File: config.mk
export PLATFORM = sky130hd
export DESIGN_NAME = snes_pad_poller
export DESIGN_NICKNAME = d
export VERILOG_FILES = /design/src/rtl/snes_pkg.sv /design/src/rtl/pad_shift_channel.sv /design/src/rtl/snes_pad_poller.sv
export SDC_FILE = /design/constraint.sdc
export NUM_CORES = 1
export LEC_CHECK = 0
export ABC_AREA = 1
export BUFFER_PORTS_ARGS = -buffer_cell sky130_fd_sc_hd__buf_2
export CORE_UTILIZATION = 28
export CTS_CLUSTER_SIZE = 40
export DETAILED_ROUTE_END_ITERATION = 10
export PLACE_DENSITY = 0.56
export SLEW_MARGIN = 0
export SYNTH_ARGS = -nofsm -noshare
export SYNTH_HDL_FRONTEND = slang
export SYNTH_SLANG_ARGS = --single-unit
export TNS_END_PERCENT = 100
File: constraint.sdc
create_clock -name Clock -period 3.3 [get_ports Clock]
set_input_delay 0.33 -clock Clock [delete_from_list [all_inputs] [get_ports Clock]]
set_output_delay 0.33 -clock Clock [all_outputs]
set_load 0.01 [all_outputs]
File: src/rtl/snes_pkg.sv
// Shared types and constants for the SNES/NES controller poller.
// Bit indices follow the order buttons are shifted out of a SNES pad.
package snes_pkg;

    typedef enum logic [2:0] {
        IDLE,
        LATCH,
        WAIT0,
        CLK_LO,
        CLK_HI,
        DONE
    } pad_state_t;

    localparam int SNES_BITS = 16;
    localparam int NES_BITS  = 8;

    localparam int BTN_B      = 0;
    localparam int BTN_Y      = 1;
    localparam int BTN_SELECT = 2;
    localparam int BTN_START  = 3;
    localparam int BTN_UP     = 4;
    localparam int BTN_DOWN   = 5;
    localparam int BTN_LEFT   = 6;
    localparam int BTN_RIGHT  = 7;
    localparam int BTN_A      = 8;
    localparam int BTN_X      = 9;
    localparam int BTN_L      = 10;
    localparam int BTN_R      = 11;

endpackage

File: src/rtl/pad_shift_channel.sv
// Per-connector capture: 2-flop synchroniser, LSB-first shift register, button register and change flag.
// Latency: sampled bit lands in the shift register next cycle; buttons/changed update the cycle after commit.
// No backpressure: strobes from the poller FSM are obeyed unconditionally.
module pad_shift_channel #(
    parameter int NUM_BITS = 16,
    parameter int BW       = 4
) (
    input  logic                Clock,
    input  logic                Reset,
    input  logic                data,
    input  logic                sample,
    input  logic                commit,
    input  logic [BW-1:0]       bit_idx,
    output logic [NUM_BITS-1:0] buttons,
    output logic                changed
);

    logic                sync1, sync2;
    logic [NUM_BITS-1:0] shreg, shreg_n;

    // Commit happens on the same cycle as the final sample, so it must see the merged value.
    always_comb begin
        shreg_n = shreg;
        if (sample) shreg_n[bit_idx] = sync2;
    end

    always_ff @(posedge Clock or posedge Reset) begin
        if (Reset) begin
            sync1   <= 1'b1;
            sync2   <= 1'b1;
            shreg   <= '1;
            buttons <= '0;
            changed <= 1'b0;
        end else begin
            sync1 <= data;
            sync2 <= sync1;
            shreg <= shreg_n;
            if (commit) begin
                buttons <= ~shreg_n;
                changed <= (~shreg_n != buttons);
            end
        end
    end

endmodule

File: src/rtl/snes_pad_poller.sv
// N-player SNES/NES pad poller: one FSM drives latch/shift-clock for all connectors and commits per-frame button vectors.
// Latency: Buttons_Valid 3H+(NUM_BITS-1)*2H+1 cycles after an accepted trigger; all outputs registered.
// No backpressure: triggers arriving outside IDLE are dropped, never queued.
module snes_pad_poller
    import snes_pkg::*;
#(
    parameter int NUM_PLAYERS = 2,
    parameter int NUM_BITS    = 16,
    parameter int HALF_PERIOD = 150,
    parameter int POLL_DIV    = 416667,
    parameter int SYNC_MODE   = 0
) (
    input  logic                            Clock,
    input  logic                            Reset,
    input  logic                            Poll_Req,
    input  logic [NUM_PLAYERS-1:0]          Data,
    output logic [NUM_PLAYERS-1:0]          NStrobe_Latch,
    output logic [NUM_PLAYERS-1:0]          NShift_Clock,
    output logic [NUM_PLAYERS*NUM_BITS-1:0] Buttons,
    output logic                            Buttons_Valid,
    output logic [NUM_PLAYERS-1:0]          Changed,
    output logic                            Busy
);

    localparam int BW = (NUM_BITS > 1) ? $clog2(NUM_BITS) : 1;
    localparam int CW = $clog2(2 * HALF_PERIOD);
    localparam int TW = (POLL_DIV > 1) ? $clog2(POLL_DIV) : 1;

    localparam logic [CW-1:0] HALF_LAST  = CW'(HALF_PERIOD - 1);
    localparam logic [CW-1:0] LATCH_LAST = CW'(2 * HALF_PERIOD - 1);
    localparam logic [BW-1:0] BIT_LAST   = BW'(NUM_BITS - 1);
    localparam logic [TW-1:0] TIMER_LAST = TW'(POLL_DIV - 1);

    pad_state_t    state, state_n;
    logic [CW-1:0] cnt, cnt_n;
    logic [BW-1:0] bit_idx, bit_idx_n;
    logic [TW-1:0] timer;
    logic          trigger, sample, commit;
    logic          latch_q, sclk_q, busy_q, valid_q;

    assign trigger = (SYNC_MODE != 0) ? Poll_Req : (timer == TIMER_LAST);

    always_ff @(posedge Clock or posedge Reset) begin
        if (Reset)                    timer <= '0;
        else if (timer == TIMER_LAST) timer <= '0;
        else                          timer <= timer + 1'b1;
    end

    always_comb begin
        state_n   = state;
        cnt_n     = cnt + 1'b1;
        bit_idx_n = bit_idx;
        sample    = 1'b0;
        case (state)
            IDLE: begin
                cnt_n     = '0;
                bit_idx_n = '0;
                if (trigger) state_n = LATCH;
            end
            LATCH: begin
                if (cnt == LATCH_LAST) begin
                    cnt_n   = '0;
                    state_n = WAIT0;
                end
            end
            WAIT0: begin
                if (cnt == HALF_LAST) begin
                    cnt_n  = '0;
                    sample = 1'b1;
                    if (bit_idx == BIT_LAST) begin
                        state_n = DONE;
                    end else begin
                        bit_idx_n = bit_idx + 1'b1;
                        state_n   = CLK_LO;
                    end
                end
            end
            CLK_LO: begin
                if (cnt == HALF_LAST) begin
                    cnt_n   = '0;
                    state_n = CLK_HI;
                end
            end
            CLK_HI: begin
                // Pad has had a full half period to present the bit shifted out on the rising edge.
                if (cnt == HALF_LAST) begin
                    cnt_n  = '0;
                    sample = 1'b1;
                    if (bit_idx == BIT_LAST) begin
                        state_n = DONE;
                    end else begin
                        bit_idx_n = bit_idx + 1'b1;
                        state_n   = CLK_LO;
                    end
                end
            end
            DONE: begin
                cnt_n   = '0;
                state_n = IDLE;
            end
            default: begin
                cnt_n   = '0;
                state_n = IDLE;
            end
        endcase
    end

    assign commit = sample && (state_n == DONE);

    always_ff @(posedge Clock or posedge Reset) begin
        if (Reset) begin
            state   <= IDLE;
            cnt     <= '0;
            bit_idx <= '0;
            latch_q <= 1'b1;
            sclk_q  <= 1'b1;
            busy_q  <= 1'b0;
            valid_q <= 1'b0;
        end else begin
            state   <= state_n;
            cnt     <= cnt_n;
            bit_idx <= bit_idx_n;
            latch_q <= (state_n != LATCH);
            sclk_q  <= (state_n != CLK_LO);
            busy_q  <= (state_n != IDLE);
            valid_q <= (state_n == DONE);
        end
    end

    assign NStrobe_Latch = {NUM_PLAYERS{latch_q}};
    assign NShift_Clock  = {NUM_PLAYERS{sclk_q}};
    assign Busy          = busy_q;
    assign Buttons_Valid = valid_q;

    for (genvar p = 0; p < NUM_PLAYERS; p++) begin : g_chan
        pad_shift_channel #(
            .NUM_BITS (NUM_BITS),
            .BW       (BW)
        ) u_chan (
            .Clock   (Clock),
            .Reset   (Reset),
            .data    (Data[p]),
            .sample  (sample),
            .commit  (commit),
            .bit_idx (bit_idx),
            .buttons (Buttons[p*NUM_BITS +: NUM_BITS]),
            .changed (Changed[p])
        );
    end

endmodule

Word-level counts from Yosys, hierarchy flattened --
Cells that the tools add are included.
Storage, ports and cells: register bits after elaboration 109, input port bits 5, output and inout bits 40, word-level logic and storage cells 69
Operators by class: $add $sub $neg 3, magnitude comparators 2, equal/unequal tests 15, multiplexer cells 21, bitwise gates (word level) 2, reductions and logical operators 8
Operator list (number):
- bitwise mux 16 bit | 2
- two-way mux 16 bit | 2
- != test 16 bit | 2
- inverter 16 bit | 2
- adder 19 x 1 -> 19 bit (second input constant) | 1
- == test 19 bit (second input constant) | 1
- two-way mux 19 bit | 1
- two-way mux 9 bit | 2
- case mux 9 bit (2 select lines) | 1
- two-way mux 3 bit | 5
- case mux 3 bit (4 select lines) | 1
- adder 9 x 1 -> 9 bit (second input constant) | 1
- == test 9 x 8 -> 1 bit (second input constant) | 1
- == test 9 bit (second input constant) | 1
- two-way mux 4 bit | 2
- case mux 4 bit (2 select lines) | 1
- == test 3 x 2 -> 1 bit (second input constant) | 2
- == test 3 bit (second input constant) | 2
- less-than comparator 4 x 5 -> 1 bit (second input constant) | 1
- adder 4 x 1 -> 4 bit (second input constant) | 1
- demux 1 bit (select 4 bit) | 1
- == test 4 bit (second input constant) | 1
- greater-or-equal comparator 4 x 1 -> 1 bit (second input constant) | 1
- == test 3 x 1 -> 1 bit (second input constant) | 1
- 12 further kinds | 15

Logic depth before layout (Yosys ltp) --
depth after elaboration 8, depth in mapped cells 17, depth with buffers taken out 16

By module --
From an unflattened synthesis, not the netlist that was laid out.
Unflattened totals: cell total of the unflattened synthesis 811, area, all modules 5989.5 um2
Modules (own cells, without submodules):
- snes_pad_poller | instances 1, cells an instance 293, area an instance 2224.6 um2, seq. area each 978.4 um2
- pad_shift_channel (g_chan[0].u_chan) | instances 1, cells an instance 259, area an instance 1889.3 um2, seq. area each 898.4 um2
- pad_shift_channel (g_chan[1].u_chan) | instances 1, cells an instance 259, area an instance 1875.5 um2, seq. area each 898.4 um2

Least setup slack after synthesis --
OpenSTA, ideal clock, no wires.
kind reg2reg, start point reg bit_idx[0], end point reg g_chan[0].u_chan.buttons[11], setup time 0.131 ns, data arrival time 1.796 ns, required time 3.169 ns, slack 1.373 ns, stages on the path, launching flop included 13, path buffers 3, period minus slack after synthesis 1.927 ns, path through dfrtp_1 > ha_1 > buf_2 > nand3_1 > or2_1 > nand2_1 > nor2_1 > nor2_2 > nand3_2 > buf_6 > buf_6 > nand2_1 > o21ai_1
On the way: word-level cells in the longest chain between the ends 7, elaborated cells on any way between the ends 14, classes of those cells order compare (2); eq/ne (2); mux (7); bitwise (1); reduce/logical (2)
Ends and longest elaborated chain:
- start: declaration | line snes_pad_poller.sv:36 | logic [BW-1:0] bit_idx, bit_idx_n;
- start signal: assignment | line snes_pad_poller.sv:122 | bit_idx <= bit_idx_n;
- less-than comparator 4 x 5 -> 1 bit (implied by the code) / greater-or-equal comparator 4 x 1 -> 1 bit (equally long branches) | line pad_shift_channel.sv:24 | if (sample) shreg_n[bit_idx] = sync2;
- logical AND 1 bit (implied by the code) | line pad_shift_channel.sv:24
- two-way mux 1 bit (implied by the code) | line pad_shift_channel.sv:24
- demux 1 bit (select 4 bit)
- bitwise mux 16 bit | line pad_shift_channel.sv:24
- two-way mux 16 bit | line pad_shift_channel.sv:24
- inverter 16 bit | line pad_shift_channel.sv:39 | buttons <= ~shreg_n;
- end signal: assignment | line pad_shift_channel.sv:39
- end: declaration | line pad_shift_channel.sv:14 | output logic [NUM_BITS-1:0] buttons,
Parallel ways exist; a longest one is shown, timed or not. A chain may end at the register's enable or synchronous reset.

Worst setup path after layout --
start point reg bit_idx[0], end point reg g_chan[0].u_chan.changed
On the way: word-level cells in the longest chain between the ends 8, elaborated cells on any way between the ends 15, classes of those cells order compare (2); eq/ne (3); mux (7); bitwise (1); reduce/logical (2)
Ends and longest elaborated chain:
- less-than comparator 4 x 5 -> 1 bit (implied by the code) / greater-or-equal comparator 4 x 1 -> 1 bit (equally long branches) | line pad_shift_channel.sv:24
- logical AND 1 bit (implied by the code) | line pad_shift_channel.sv:24
- two-way mux 1 bit (implied by the code) | line pad_shift_channel.sv:24
- demux 1 bit (select 4 bit) *
- bitwise mux 16 bit * | line pad_shift_channel.sv:24
- two-way mux 16 bit * | line pad_shift_channel.sv:24
- named net g_chan[0].u_chan.shreg_n[12] | line pad_shift_channel.sv:19 | logic [NUM_BITS-1:0] shreg, shreg_n;
- inverter 16 bit * | line pad_shift_channel.sv:40 | changed <= (~shreg_n != buttons);
- != test 16 bit * | line pad_shift_channel.sv:40
- end signal: assignment | line pad_shift_channel.sv:40
- end: declaration | line pad_shift_channel.sv:15 | output logic changed
The timed path passes the listed nets; every way through them passes the cells marked *.

==> impl_table.tex <==
\begin{tabular}{lr}
\hline
Metric & Value \\
\hline
\multicolumn{2}{l}{\textbf{Outcome}} \\
Outcome & completed \\
\multicolumn{2}{l}{\textbf{Cells and area}} \\
Fin cells & $\sim$1.2k \\
Area Overhead vs Synth & 12.21\% \\
Post-layout utilization of the core & 0.3220 \\
Share of post-route cells with drive strength above 1 & 0.1292 \\
Number of nets in the layout & around 930 \\
Diode insertion count for antenna repair & 0 \\
Final non-filler cell area & between 7000 and 8000 µm² \\
\multicolumn{2}{l}{\textbf{Logic synthesis}} \\
Library cell with the highest instance count after synthesis & sky130\_fd\_sc\_hd\_\_nand2\_1 \\
Share of the synthesized area in the top cell type & 0.2828 \\
Commonest cells in the synthesized netlist & 321 x sky130\_fd\_sc\_hd\_\_nand2\_1, 134 x sky130\_fd\_sc\_hd\_\_inv\_1, 91 x sky130\_fd\_sc\_hd\_\_nand3\_1 \\
Post-synthesis cell type count & 37 \\
Fraction of the yosys area taken by sequential cells & 0.4417 \\
Mean cell area of the mapped netlist & 7.059 µm² \\
Share of flip-flops with an asynchronous set or reset after synthesis & 1.000 \\
Post-synthesis net count & around 900 \\
Synthesized instance count & 890 \\
Cell taking the most area after synthesis & sky130\_fd\_sc\_hd\_\_dfrtp\_1 \\
Mapped cell area & between 6000 and 7000 µm² \\
Post-synth EDFFs & 0 \\
Register bit total from synthesis & 109 \\
Most used flip-flop cell after synthesis & sky130\_fd\_sc\_hd\_\_dfrtp\_1 \\
Number of warnings printed during yosys synthesis & 0 \\
Top post-synthesis cells by area & sky130\_fd\_sc\_hd\_\_dfrtp\_1 28\%, sky130\_fd\_sc\_hd\_\_nand2\_1 19\%, sky130\_fd\_sc\_hd\_\_dfstp\_2 16\%, sky130\_fd\_sc\_hd\_\_inv\_1 8.0\%, sky130\_fd\_sc\_hd\_\_nand3\_1 7.2\% \\
\multicolumn{2}{l}{\textbf{Global routing}} \\
Global-route wire length before repair & $\sim$24000 µm \\
Gr usage total & 0.1345 \\
Sum of overflow across all layers after global routing & 0 \\
Number of antenna violations at the first check in global routing & 0 \\
Number of global-route vias before repair & around 5k \\
Largest net degree at the start of global routing & a little under 70 \\
\multicolumn{2}{l}{\textbf{Die}} \\
Vertical die dimension & $\sim$150 µm \\
Core area & around 22000 µm² \\
Total Die Area & between 20000 and 25000 µm² \\
Starting Density & 0.2870 \\
Chip Width & around 150 µm \\
Number of placement rows & 54 \\
Number of top-level pins & 45 \\
\multicolumn{2}{l}{\textbf{STA}} \\
RSZ-0062 raised after global routing & false \\
Setup tns final & 0 ns \\
Portion of the clock cycle consumed by the worst path in the final layout & 0.7188 \\
Tmin final & 2.372 ns \\
Rel. slew slack & 0.4828 \\
Maximum clock frequency & roughly 420 MHz \\
Final setup margin & 0.9280 ns \\
Transition at the pin with the smallest max-transition slack & slightly below 0.8 ns \\
Clock skew after layout & around 0.0084 ns \\
Number of hold violations in the final report & 0 \\
Final Max Tran Viols & 0 \\
Number of endpoints failing setup at the final stage & 0 \\
\multicolumn{2}{l}{\textbf{Place}} \\
Pre-CTS worst setup slack & about 0.92 ns \\
Standard cell area after detailed placement & a little under 7000 µm² \\
Placed cells & roughly 1.2k \\
Buffers added on ports & 43 \\
Global placer's final weighted congestion & 0.8403 \\
Post-detailed-placement half-perimeter wirelength & $\sim$10000 µm \\
\multicolumn{2}{l}{\textbf{Route}} \\
DRT iter0 DRCs & 330 \\
Total via count in the routed design & around 5.4k \\
Average wire length per cell after detail routing & 12.09 µm \\
Residual DRC count & 0 \\
Antenna Nets Post-Route & 0 \\
Vias per cell & 4.494 \\
Total Routed Length & 14520 µm \\
First drt pass iteration count & 5 \\
\multicolumn{2}{l}{\textbf{Worst setup path}} \\
Endpoint kind of the worst setup timing path & register \\
CP startpoint & bit\_idx[0]\$\_DFFE\_PP0P\_ \\
Path type of the worst setup path & reg -> reg \\
Worst flop-to-flop path startpoint & bit\_idx[0]\$\_DFFE\_PP0P\_ \\
Startpoint kind of the worst setup timing path & register \\
Data arrival time of the critical path & between 2 and 3 ns \\
Worst-path fanout max & 10 \\
Required time reported for the critical path endpoint & between 3 and 4 ns \\
\multicolumn{2}{l}{\textbf{Clock tree}} \\
TritonCTS Sinks & 109 \\
TritonCTS clock tree & built \\
CTS resizes & 0 \\
Setup repair bufs after CTS & 0 \\
TritonCTS buffer count & 9 \\
Count of H-tree levels built during CTS & 3 \\
Post-CTS Hold Buffers & 0 \\
Source-to-sink clock delay at the later pin of the worst-skew pair & between 0.3 and 0.4 ns \\
Clock Path Buffers & 2 \\
Root buf cell & sky130\_fd\_sc\_hd\_\_clkbuf\_16 \\
Worst-path clk slew & approximately 0.070 ns \\
\multicolumn{2}{l}{\textbf{Job}} \\
Max-cap violations & 0 \\
\multicolumn{2}{l}{\textbf{Power}} \\
Worst vdd ir & between 0.2 and 0.25 mV \\
Leakage component of the power & 3.656 nW \\
Cell area power density & between 300 and 400 nW/µm² \\
\multicolumn{2}{l}{\textbf{Min path}} \\
Worst min-delay path startpoint & Data[1] \\
Worst min path class & in -> reg \\
\hline
\end{tabular}
## layer usage
metal | GRT usage | share of wire | wire length, µm | up-vias
met1 | 0.1912 | 0.51 | 7354 | 2452
met4 | 0.04109 | 0.013 | 194 | 0
met3 | 0.02934 | 0.044 | 634 | 14
li1 | - | - | - | 2842
met2 | 0.2020 | 0.44 | 6332 | 89
met5 | 0 | 0 | 0 | -
## flip-flops by register name, indices dropped and copies added, names as in the netlist, 2 cells and up
signal                 count
g_chan.u_chan.buttons     32
g_chan.u_chan.shreg       32
timer                     19
cnt                        9
bit_idx                    4
state                      3
g_chan.u_chan.changed      2
g_chan.u_chan.sync1        2
g_chan.u_chan.sync2        2
## stage by stage
| stage | total power [mW] | hold WS (ns) |
|---|---|---|
| 2_1_floorplan | 1.391 | 0.3345 |
| 3_3_place_gp | 1.409 | 0.3472 |
| 3_5_place_dp | 1.410 | 0.3469 |
| 4_1_cts | 2.542 | 0.05510 |
| 5_1_grt | 2.595 | 0.04918 |
| 6_report | 2.503 | 0.07235 |
## layout by cell type (no fill, tap or decap), types with 2 or more instances in the layout
cell / synthesis / routed
sky130_fd_sc_hd__nor2_2: 3 / 2
sky130_fd_sc_hd__nand3_2: 1 / 2
sky130_fd_sc_hd__buf_2: 17 / 43
sky130_fd_sc_hd__nor4_1: 6 / 6
sky130_fd_sc_hd__nand4_1: 9 / 9
sky130_fd_sc_hd__nor3_1: 12 / 12
sky130_fd_sc_hd__o21ai_0: 29 / 29
sky130_fd_sc_hd__nand3b_1: 12 / 12
sky130_fd_sc_hd__nor4_2: 2 / 2
sky130_fd_sc_hd__inv_1: 134 / 133
sky130_fd_sc_hd__o21ai_2: 5 / 5
sky130_fd_sc_hd__clkbuf_16: 0 / 9
sky130_fd_sc_hd__xor2_1: 4 / 4
sky130_fd_sc_hd__dfstp_2: 38 / 38
sky130_fd_sc_hd__nand3_1: 91 / 90
sky130_fd_sc_hd__o21ai_1: 26 / 26
sky130_fd_sc_hd__ha_1: 8 / 8
sky130_fd_sc_hd__clkinvlp_4: 0 / 3
sky130_fd_sc_hd__nand2_1: 321 / 321
sky130_fd_sc_hd__dfrtp_1: 71 / 71
sky130_fd_sc_hd__buf_12: 0 / 4
sky130_fd_sc_hd__nor2_1: 58 / 58
sky130_fd_sc_hd__a21oi_1: 14 / 14
## worst max-delay path: stages, from the launching register on
cell and delay (ns):
sky130_fd_sc_hd__dfrtp_1 0.42, sky130_fd_sc_hd__inv_1 0.13, sky130_fd_sc_hd__ha_1 0.42, sky130_fd_sc_hd__nand3_1 0.23, sky130_fd_sc_hd__o21ai_0 0.20, sky130_fd_sc_hd__inv_1 0.05
sky130_fd_sc_hd__nand2_1 0.08, sky130_fd_sc_hd__nand2_1 0.09, sky130_fd_sc_hd__nand2_1 0.07, sky130_fd_sc_hd__nand2_1 0.05, sky130_fd_sc_hd__nor2_1 0.08, sky130_fd_sc_hd__nand2_1 0.09
sky130_fd_sc_hd__nor2_1 0.13, sky130_fd_sc_hd__nand2_1 0.10, sky130_fd_sc_hd__nand2_1 0.07, sky130_fd_sc_hd__nand2_1 0.04
## kinds of logic after synthesis
| group | share of synthesized area |
|---|---|
| compound gates | 0.06991 |
| xor+xnor | 0.006970 |
| simple gates | 0.3531 |
| flops | 0.4417 |
| fa+ha+maj | 0.01593 |
| buf+inv | 0.1123 |
## power by group
part | total, mW | switching, mW | internal, mW
combinational | 0.0376 | 0.0328 | 0.00486
sequential | 1.34 | 0.00342 | 1.34
clock | 1.12 | 0.528 | 0.592
total | 2.50 | 0.564 | 1.94
## final timing paths
| check | end | slack (ns) | depth (start not counted) |
|---|---|---|---|
| worst max-delay path | g_chan[0].u_chan.changed$_DFFE_PP0P_ | 0.93 | 15 |
| worst min-delay path | g_chan[1].u_chan.sync1$_DFF_PP1_ | 0.07 | 1 |
| worst max register to register | g_chan[0].u_chan.changed$_DFFE_PP0P_ | 0.93 | 15 |
| worst min register to register | g_chan[1].u_chan.sync2$_DFF_PP1_ | 0.36 | 0 |
| max in group asynchronous | latch_q$_DFF_PP1_ | 2.40 | 3 |
| min in group asynchronous | g_chan[0].u_chan.buttons[5]$_DFFE_PP0P_ | 0.11 | 2 |
## area by class of cell
cell class              instances  area [µm²]
clock buffers                   9       225.2
clock inverters                 7       75.07
fillers                      2386       14840
inverters                     135       509.2
multi-input cells             613        2811
flip-flops and latches        109        2775
well taps                     280       350.3
repair buffers                 48       302.8
Note: power is estimated with default switching activity, not from simulation.
